## src/rtl/mem_bus_arbiter.sv

```systemverilog
// Two-master memory bus arbiter (ICache m0 read-only, DCache m1 read/write) with burst-length grants.
// Define MEM_ARB_ROUND_ROBIN_EN for round-robin tie breaking; the default build gives m1 fixed priority.
module mem_bus_arbiter #(
    parameter int BUS_WIDTH = 32,
    parameter int CPU_WIDTH = 32,
    parameter int BURST_LEN = 16
) (
    input  logic                   clk,
    input  logic                   reset,
    input  logic                   m0_ce,
    input  logic                   m1_ce,
    input  logic                   m0_we,
    input  logic                   m1_we,
    input  logic [BUS_WIDTH-1:0]   m0_addr,
    input  logic [BUS_WIDTH-1:0]   m1_addr,
    input  logic [CPU_WIDTH-1:0]   m1_wdata,
    input  logic [CPU_WIDTH/8-1:0] m1_wmask,
    output logic [CPU_WIDTH-1:0]   m0_rdata,
    output logic [CPU_WIDTH-1:0]   m1_rdata,
    output logic                   m0_rdata_valid,
    output logic                   m1_rdata_valid,
    output logic                   m1_write_respone,
    output logic [BUS_WIDTH-1:0]   mem_addr,
    input  logic [CPU_WIDTH-1:0]   mem_rdata,
    input  logic                   mem_rdata_valid,
    output logic [CPU_WIDTH-1:0]   mem_wdata,
    output logic [CPU_WIDTH/8-1:0] mem_wmask,
    input  logic                   mem_write_respone,
    output logic                   mem_ce,
    output logic                   mem_we,
    output logic [1:0]             grant
);

    localparam int CNT_W = $clog2(BURST_LEN) + 1;

    typedef enum logic [1:0] {IDLE, GNT0, GNT1} state_t;

    state_t           state, state_nxt;
    logic [CNT_W-1:0] beat_cnt, beat_cnt_nxt;
    logic             beat;
    logic             last_beat;
    logic             tie_to_m1;

    // The ICache is read-only, so its write enable is deliberately unused.
    logic unused_m0_we;
    assign unused_m0_we = m0_we;

    assign beat      = mem_rdata_valid | mem_write_respone;
    assign last_beat = beat && (beat_cnt == CNT_W'(BURST_LEN - 1));

`ifdef MEM_ARB_ROUND_ROBIN_EN
    // last_grant: 1 = m1 was granted most recently; reset value lets m0 win the first tie.
    logic last_grant;

    always_ff @(posedge clk or negedge reset) begin
        if (!reset) begin
            last_grant <= 1'b1;
        end else if (state == IDLE && state_nxt != IDLE) begin
            last_grant <= (state_nxt == GNT1);
        end
    end

    assign tie_to_m1 = ~last_grant;
`else
    assign tie_to_m1 = 1'b1;
`endif

    always_ff @(posedge clk or negedge reset) begin
        if (!reset) begin
            state    <= IDLE;
            beat_cnt <= '0;
        end else begin
            state    <= state_nxt;
            beat_cnt <= beat_cnt_nxt;
        end
    end

    always_comb begin
        state_nxt    = state;
        beat_cnt_nxt = beat_cnt;
        case (state)
            IDLE: begin
                if (m0_ce && m1_ce) begin
                    state_nxt = tie_to_m1 ? GNT1 : GNT0;
                end else if (m1_ce) begin
                    state_nxt = GNT1;
                end else if (m0_ce) begin
                    state_nxt = GNT0;
                end
            end
            GNT0: begin
                // Dropping ce aborts the burst; the final beat always returns through IDLE.
                if (!m0_ce || last_beat) begin
                    state_nxt    = IDLE;
                    beat_cnt_nxt = '0;
                end else if (beat) begin
                    beat_cnt_nxt = beat_cnt + CNT_W'(1);
                end
            end
            GNT1: begin
                if (!m1_ce || last_beat) begin
                    state_nxt    = IDLE;
                    beat_cnt_nxt = '0;
                end else if (beat) begin
                    beat_cnt_nxt = beat_cnt + CNT_W'(1);
                end
            end
            default: begin
                state_nxt    = IDLE;
                beat_cnt_nxt = '0;
            end
        endcase
    end

    always_comb begin
        mem_ce    = 1'b0;
        mem_we    = 1'b0;
        mem_addr  = '0;
        mem_wdata = '0;
        mem_wmask = '0;
        grant     = 2'b00;
        case (state)
            GNT0: begin
                mem_ce   = m0_ce;
                mem_addr = m0_addr;
                grant    = 2'b01;
            end
            GNT1: begin
                mem_ce    = m1_ce;
                mem_we    = m1_we;
                mem_addr  = m1_addr;
                mem_wdata = m1_wdata;
                mem_wmask = m1_wmask;
                grant     = 2'b10;
            end
            default: ;
        endcase
    end

    assign m0_rdata         = mem_rdata;
    assign m1_rdata         = mem_rdata;
    assign m0_rdata_valid   = mem_rdata_valid & grant[0];
    assign m1_rdata_valid   = mem_rdata_valid & grant[1];
    assign m1_write_respone = mem_write_respone & grant[1];

endmodule
```

## config.mk

```make
export PLATFORM = sky130hd
export DESIGN_NAME = mem_bus_arbiter
export DESIGN_NICKNAME = d
export VERILOG_FILES = /design/src/rtl/mem_bus_arbiter.sv
export SDC_FILE = /design/constraint.sdc
export NUM_CORES = 1
export LEC_CHECK = 0
export BUFFER_PORTS_ARGS = -buffer_cell sky130_fd_sc_hd__buf_4
export CAP_MARGIN = 20
export CORE_AREA = 2 2 107 109
export DETAILED_ROUTE_END_ITERATION = 8
export DIE_AREA = 0 0 109 111
export GPL_ROUTABILITY_DRIVEN = 0
export REMOVE_ABC_BUFFERS = 1
export SETUP_SLACK_MARGIN = 0.05
export SLEW_MARGIN = 20
export SYNTH_ARGS = -nofsm -noshare
export SYNTH_HDL_FRONTEND = slang
export SYNTH_SLANG_ARGS = --single-unit
```

## constraint.sdc

```tcl
create_clock -name clk -period 2.17 [get_ports clk]
set_input_delay 0.651 -clock clk [delete_from_list [all_inputs] [get_ports clk]]
set_output_delay 0.651 -clock clk [all_outputs]
set_load 0.05 [all_outputs]
```

Word-level counts from Yosys, hierarchy flattened

Index checks and enable logic that the tools add are counted.

Flip-flop bits (word level): 7
Input bits: 140

$add $sub $neg: 1
Equality and inequality tests: 6
Muxes and demuxes: 16
Bitwise logic cells: 4
Reductions and logical operators: 8

Operator list:

| operator                                                        | count |
|---|---|
| 32-bit one-hot mux with 2 select lines                          | 1 |
| 32-bit 2-to-1 mux                                               | 1 |
| 5-bit 2-to-1 mux                                                | 3 |
| 5-bit one-hot mux with 3 select lines                           | 1 |
| 2-bit 2-to-1 mux                                                | 5 |
| 2-bit one-hot mux with 3 select lines                           | 1 |
| 5-bit by 1-bit adder with 5-bit output, second input constant   | 1 |
| 5-bit by 4-bit == test with 1-bit output, second input constant | 1 |
| 4-bit 2-to-1 mux                                                | 1 |
| 2-bit != test, second input constant                            | 2 |
| 4-bit != test, second input constant                            | 1 |
| 2-bit one-hot mux with 2 select lines                           | 1 |
| 1-bit bitwise AND                                               | 3 |
| 3-bit AND reduction                                             | 1 |
| 2-bit by 1-bit == test with 1-bit output, second input constant | 1 |
| 2-bit == test, second input constant                            | 1 |
| 1-bit logical AND                                               | 2 |
| 1-bit zero test                                                 | 2 |
| 2-bit zero test                                                 | 1 |
| 1-bit logical OR                                                | 2 |
| 1-bit one-hot mux with 2 select lines                           | 1 |
| 1-bit 2-to-1 mux                                                | 1 |
| 1-bit bitwise OR                                                | 1 |

Logic depth before layout (Yosys ltp)

Gate-level depths: netlist of the first run.

Depth in word-level cells: 5
Depth in mapped cells: 8
Mapped depth without buffers: 7

Worst setup path before layout of the first run

OpenSTA, ideal clock, no wires.

Path type: register -> output
Start: reg state[1]
End: out mem_addr[16]
Data arrival time: 2123 ps
Data required time: 1519 ps
Slack: -604 ps
Stages on the path, launching flop included: 7
Buffers on the path: 2
Cells stage by stage: dfrtp_1 -> inv_1 -> ha_1 -> buf_6 -> buf_2 -> a22oi_1 -> nor2b_1

Cells in the longest elaborated chain, start to end: 2
Elaborated cells between the ends (all ways): 3

RTL lines:

| what                                                                      | line | text |
|---|---|---|
| from (decl)                                                               | 38   | `state_t state, state_nxt;` |
| from (signal assigned)                                                    | 73   | `state <= state_nxt;` |
| 2-bit == test or 2-bit by 1-bit == test with 1-bit output (tied branches) | 122  | `case (state)` |
| 32-bit one-hot mux with 2 select lines *                                  | 122  |  |
| to (decl)                                                                 | 23   | `output logic [BUS_WIDTH-1:0] mem_addr,` |

Mark *: on every way between the ends. The rest lies on a longest branch, timed or not.

Worst setup path after layout of the first run

Start: reg state[1]
End: out mem_addr[9]

Same word-level chain as after synthesis.

==> impl_metrics.toml, run 1 <==
[yosys]
synth-seq-cells = 7
ys_warn_count = 0
ys_types = 28
avgSynthCellArea_um2 = 7.54
ys_seq_area_share_pct = 10.1
netlist_instances = 230
synth.cell_area_um2 = 1730

[clock_network]
insertion_delay_ns = 0.23
tritoncts = "built"
clockBufferDepth = 2
ctsHoldBuffers = 0
clock_sinks = 7
cts_buffers = 3
htree_levels = 1
cts_root_buffer = "clkbuf_16"
clk_pin_slew_ns = 0.03

[pwr]
cellPowerDensity_nw_per_um2 = 1610
ir_drop_mv = 0.853
power_leakage_nw = 1.63
power.total_mw = 5.75

[critical_path]
cp_cell_sequence = "buf_6 > ha_4 > buf_4 > buf_8 > a22oi_2 > nor2b_2 > buf_6"
worst-endpoint-arrival_ns = 1.58
critical_path_class = "reg -> out"
path_max_fanout = 8
cp_common_cell = "buf_6"
max_stage_delay_ns = 0.39
critPathTopFamily = "buffers and inverters"
cp-start-kind = "flop"
crit_path_end_kind = "primary output"
crit_slowest_cell = "dfrtp_1"
cp.required_ns = 1.52
crit_buf_inv = 4

[routing]
dr.pass1.iters = 4
vias = 2175
routed_wl_um = 10800
drt_iter0_drc = 60
routedWlPerCell_um = 21.9
antenna_left = 0
viasPerCell = 4.39
drc_errors = 0

[job]
cap_viol_max_count = 0

[finish]
final_common_cell = "buf_4"
drive_above_1_share_pct = 74.8
layout.nets = 500
instances_no_fill = 496
syn_to_final_growth_pct = 106
final_cell_area_um2 = 3570
fillers = 1147
layout_common_cells = "buf_4, buf_6, and2_1, a22oi_2, nor2b_2"
utilization_pct = 32.2
antenna_cells = 0

[timing]
relSlewSlack_pct = 83.2
setup_violations = 35
final-hold-violation-count = 0
fin_crit_ns = 2.23
timing.final.ws_setup_ns = -0.0610
slew_viol_final = 0
grt_setup_unrepaired = "yes"
tns_ns = -0.739
skew_ns = 0.00107
fin_hold_ws_ns = 0.229
fmaxAchievable_mhz = 448
tightest_slew_ns = 0.251
fin_crit_sh_pct = 103

[hold_path]
min_path_type = "in -> async"

[floorplan]
initial_utilization_pct = 15.7
die_h_um = 111
num_rows = 39
ios = 279
fp.dieW_um = 109
die_area_um2 = 12100
coreArea_um2 = 11100

[status]
outcome = "finished with violations"
violations = "negative setup slack"

[grt]
grt_max_degree = 23
grt_pass1_vias = 2192
grt_antenna_before_repair = 0
grt_pass1_wl_um = 14300
grt-ovfl-total = 0
grt_usage_pct = 16.7

[placed_design]
post-dp-hpwl_um = 8310
dp_slack_ns = 0.0529
placed_area_um2 = 2810
dp.cells = 482
io_buffer_count = 181
## power by group
part,total [mW],switching [mW],internal (mW),leakage (nW)
combinational,5.26,3.00,2.26,1.49
clock,0.308,0.0638,0.244,0.0382
sequential,0.181,0.0226,0.158,0.0953
total,5.75,3.09,2.66,1.63
## per-layer routing
| layer | vias up | wire [um] | global-route usage, % |
|---|---|---|---|
| li1 | 948 | - | - |
| met1 | 1016 | 4010 | 18.8 |
| met2 | 203 | 4440 | 23.3 |
| met3 | 6 | 2290 | 15.5 |
| met4 | 2 | 42 | 1.88 |
| met5 | - | 62 | 4.91 |
## worst register-to-register path, cell delays in order, from the launching register on
cell and delay [ns]:
dfrtp_1 0.39, ha_1 0.25, and3_1 0.19, ha_1 0.24
nor3_2 0.29, nand2_2 0.11, o22ai_1 0.16
## synth_stat cells (all sizes together)
master  instances  area share (%)
dfrtp           7              10
nand3           1            0.29
a21boi          1            0.43
and3            2            0.72
o22ai           4             1.4
buf            73              31
a22o            2             1.0
a32o            1            0.58
and2           40              14
nor3            1            0.58
nor2b          34              12
a21oi           2             1.2
a22oi          33              15
nand2           3            0.79
nand2b          1            0.51
inv             6             1.3
clkbuf          7             1.5
ha              6             4.3
o21ai           4             1.2
mux2i           1            0.58
nor2            1            0.36
## sequential cells by signal (all words and copies together), names as in the netlist
| register | count |
|---|---|
| state | 2 |
| beat_cnt | 5 |
## final timing paths
path                                           endpoint  cells after the start  slack, ns                    start
worst max register to register  beat_cnt[3]$_DFFE_PN0N_                      6       0.45  beat_cnt[0]$_DFFE_PN0N_
worst min-delay path            beat_cnt[2]$_DFFE_PN0N_                      1       0.23                    reset
worst max-delay path                        mem_addr[9]                      7      -0.06     state[1]$_DFFE_PN0P_
max in group asynchronous       beat_cnt[3]$_DFFE_PN0N_                      1       1.82                    reset
min in group clk                beat_cnt[0]$_DFFE_PN0N_                      1       0.51  beat_cnt[0]$_DFFE_PN0N_
worst min register to register  beat_cnt[0]$_DFFE_PN0N_                      1       0.51  beat_cnt[0]$_DFFE_PN0N_
## logic make-up after synthesis
group	count (synthesis)	share of synthesized area (%)
buffers and inverters	86	34.0
multiplexers	1	0.577
flip-flops	7	10.1
AO/OA/AOI/OAI	47	20.9
adder cells (fa/ha/maj)	6	4.33
AND/OR/NAND/NOR	83	30.1
## cell type report
| class | instances | area [um^2] | area share, % |
|---|---|---|---|
| clock buffers | 4 | 78.8 | 2.21 |
| multi-input cells | 137 | 1210 | 34.0 |
| inverters | 6 | 22.5 | 0.631 |
| well taps | 143 | 179 | 5.01 |
| repair buffers | 199 | 1900 | 53.2 |
| flip-flops and latches | 7 | 175 | 4.91 |
## repair_timing
item                       4_1_cts  5_1_grt
setup endpoints to repair       72       71
cloned                           3        0
pin swaps                        3        4
setup buffers                    4        3
resized for setup              122       24
No activity file was read; power rests on OpenSTA's default activity.
==> run 2: changes to the inputs <==
Settings changed: PLACE_DENSITY set to 0.52.
==> impl_metrics.toml, run 2 (synthesis gave the netlist of run 1 again) <==
[finish]
reg_top3 = "beat_cnt (5), state (2)"
layout_common_cells = "buf_4, buf_6, and2_1, nor2b_1, a22oi_1"
instances_no_fill = 497
largest-register = "beat_cnt"
final_common_cell = "buf_4"
drive_above_1_share_pct = 65.3
largest_reg_flops = 5
syn_to_final_growth_pct = 102
layout.nets = 499

[timing]
fin_hold_ws_ns = 0.225
grt_setup_unrepaired = "yes"
fin_crit_sh_pct = 104
setup_violations = 40
timing.final.ws_setup_ns = -0.0836
fmaxAchievable_mhz = 444
final-hold-violation-count = 0
slew_viol_final = 0
tightest_slew_ns = 0.277
relSlewSlack_pct = 81.3
fin_crit_ns = 2.25
skew_ns = 0.00143

[status]
violations = "negative setup slack"
outcome = "finished with violations"

[floorplan]
fp.dieW_um = 109
num_rows = 39
die_area_um2 = 12100
initial_utilization_pct = 15.7
coreArea_um2 = 11100
ios = 279
die_h_um = 111

[pwr]
power.total_mw = 5.67
cellPowerDensity_nw_per_um2 = 1620
ir_drop_mv = 0.641
power_leakage_nw = 1.61

[hold_path]
min_path_type = "in -> async"

[placed_design]
dp_slack_ns = 0.0706
post-dp-hpwl_um = 10500
io_buffer_count = 181
dp.cells = 480

[clock_network]
clock_sinks = 7
clk_pin_slew_ns = 0.03
cts_buffers = 3
tritoncts = "built"
cts_root_buffer = "clkbuf_16"
clockBufferDepth = 2
ctsHoldBuffers = 0
htree_levels = 1
insertion_delay_ns = 0.23

[grt]
grt-ovfl-total = 0
grt_pass1_vias = 2222
grt_usage_pct = 20.6
grt_max_degree = 34
grt_pass1_wl_um = 17100
grt_antenna_before_repair = 2

[routing]
drc_errors = 0
vias = 2168
routedWlPerCell_um = 26.7
viasPerCell = 4.36
dr.pass1.iters = 4
drt_iter0_drc = 105
routed_wl_um = 13300
antenna_left = 0

[critical_path]
critical_path_class = "reg -> out"
crit_path_end_kind = "primary output"
cp.required_ns = 1.52
path_max_fanout = 20
cp-start-kind = "flop"
worst-endpoint-arrival_ns = 1.60

[job]
cap_viol_max_count = 0
-- run 2: per-layer routing --
layer / part of all wire, % / up-vias / GRT usage (%)
met5: 0.62 / - / 5.36
met4: 2.5 / 2 / 5.73
met3: 20 / 13 / 18.6
met2: 39 / 196 / 27.3
met1: 38 / 1005 / 23.3
li1: - / 952 / -
-- run 2: per-stage QoR --
step / utilization (%) / setup TNS [ns] / instance area, um^2
floorplan: - / -60.20 / 1170
global placement: 25.3 / 0 / 2800
detailed placement: 25.3 / 0 / 2800
CTS: 30.2 / -1.79 / 3350
global route: 31.6 / -5.53 / 3500
finish: 31.6 / -1.72 / 3500
-- run 2: final cells by class --
| class | instances | area [um^2] |
|---|---|---|
| Antenna cell | 2 | 5.00 |
| Sequential cell | 7 | 175 |
| Clock buffer | 4 | 78.8 |
| Timing Repair Buffer | 198 | 1970 |
| Fill cell | 1190 | 7570 |
| Inverter | 6 | 22.5 |
| Multi-Input combinational cell | 137 | 1080 |
| Tap cell | 143 | 179 |
-- run 2: report_power, final --
group | leakage [nW] | internal, mW | switching, mW
Combinational | 1.48 | 2.20 | 2.99
Clock | 0.0382 | 0.244 | 0.0673
Sequential | 0.0953 | 0.158 | 0.0202
-- run 2: path summary, 6_finish.rpt --
kind / start / end / slack [ns] / depth (start not counted)
hold reg to reg: beat_cnt[0]$_DFFE_PN0N_ / beat_cnt[0]$_DFFE_PN0N_ / 0.52 / 1
setup reg to reg: beat_cnt[0]$_DFFE_PN0N_ / beat_cnt[2]$_DFFE_PN0N_ / 0.46 / 6
max in group asynchronous: reset / state[0]$_DFFE_PN0P_ / 1.82 / 1
hold / removal: reset / beat_cnt[4]$_DFFE_PN0N_ / 0.23 / 1
min in group clk: beat_cnt[0]$_DFFE_PN0N_ / beat_cnt[0]$_DFFE_PN0N_ / 0.52 / 1
setup / recovery: state[0]$_DFFE_PN0P_ / mem_addr[9] / -0.08 / 6
-- run 2: critical path: stages, from the launching register on --
cell	delay, ns
dfrtp_1	0.38
inv_2	0.12
ha_4	0.22
buf_12	0.18
a22oi_1	0.10
nor2b_1	0.17
buf_6	0.19
-- run 2: repair_timing --
action	CTS	global route
buffers inserted	3	1
resized for setup	80	26
cloned	5	2
endpoints found under the setup margin	73	73
pin swaps	1	0
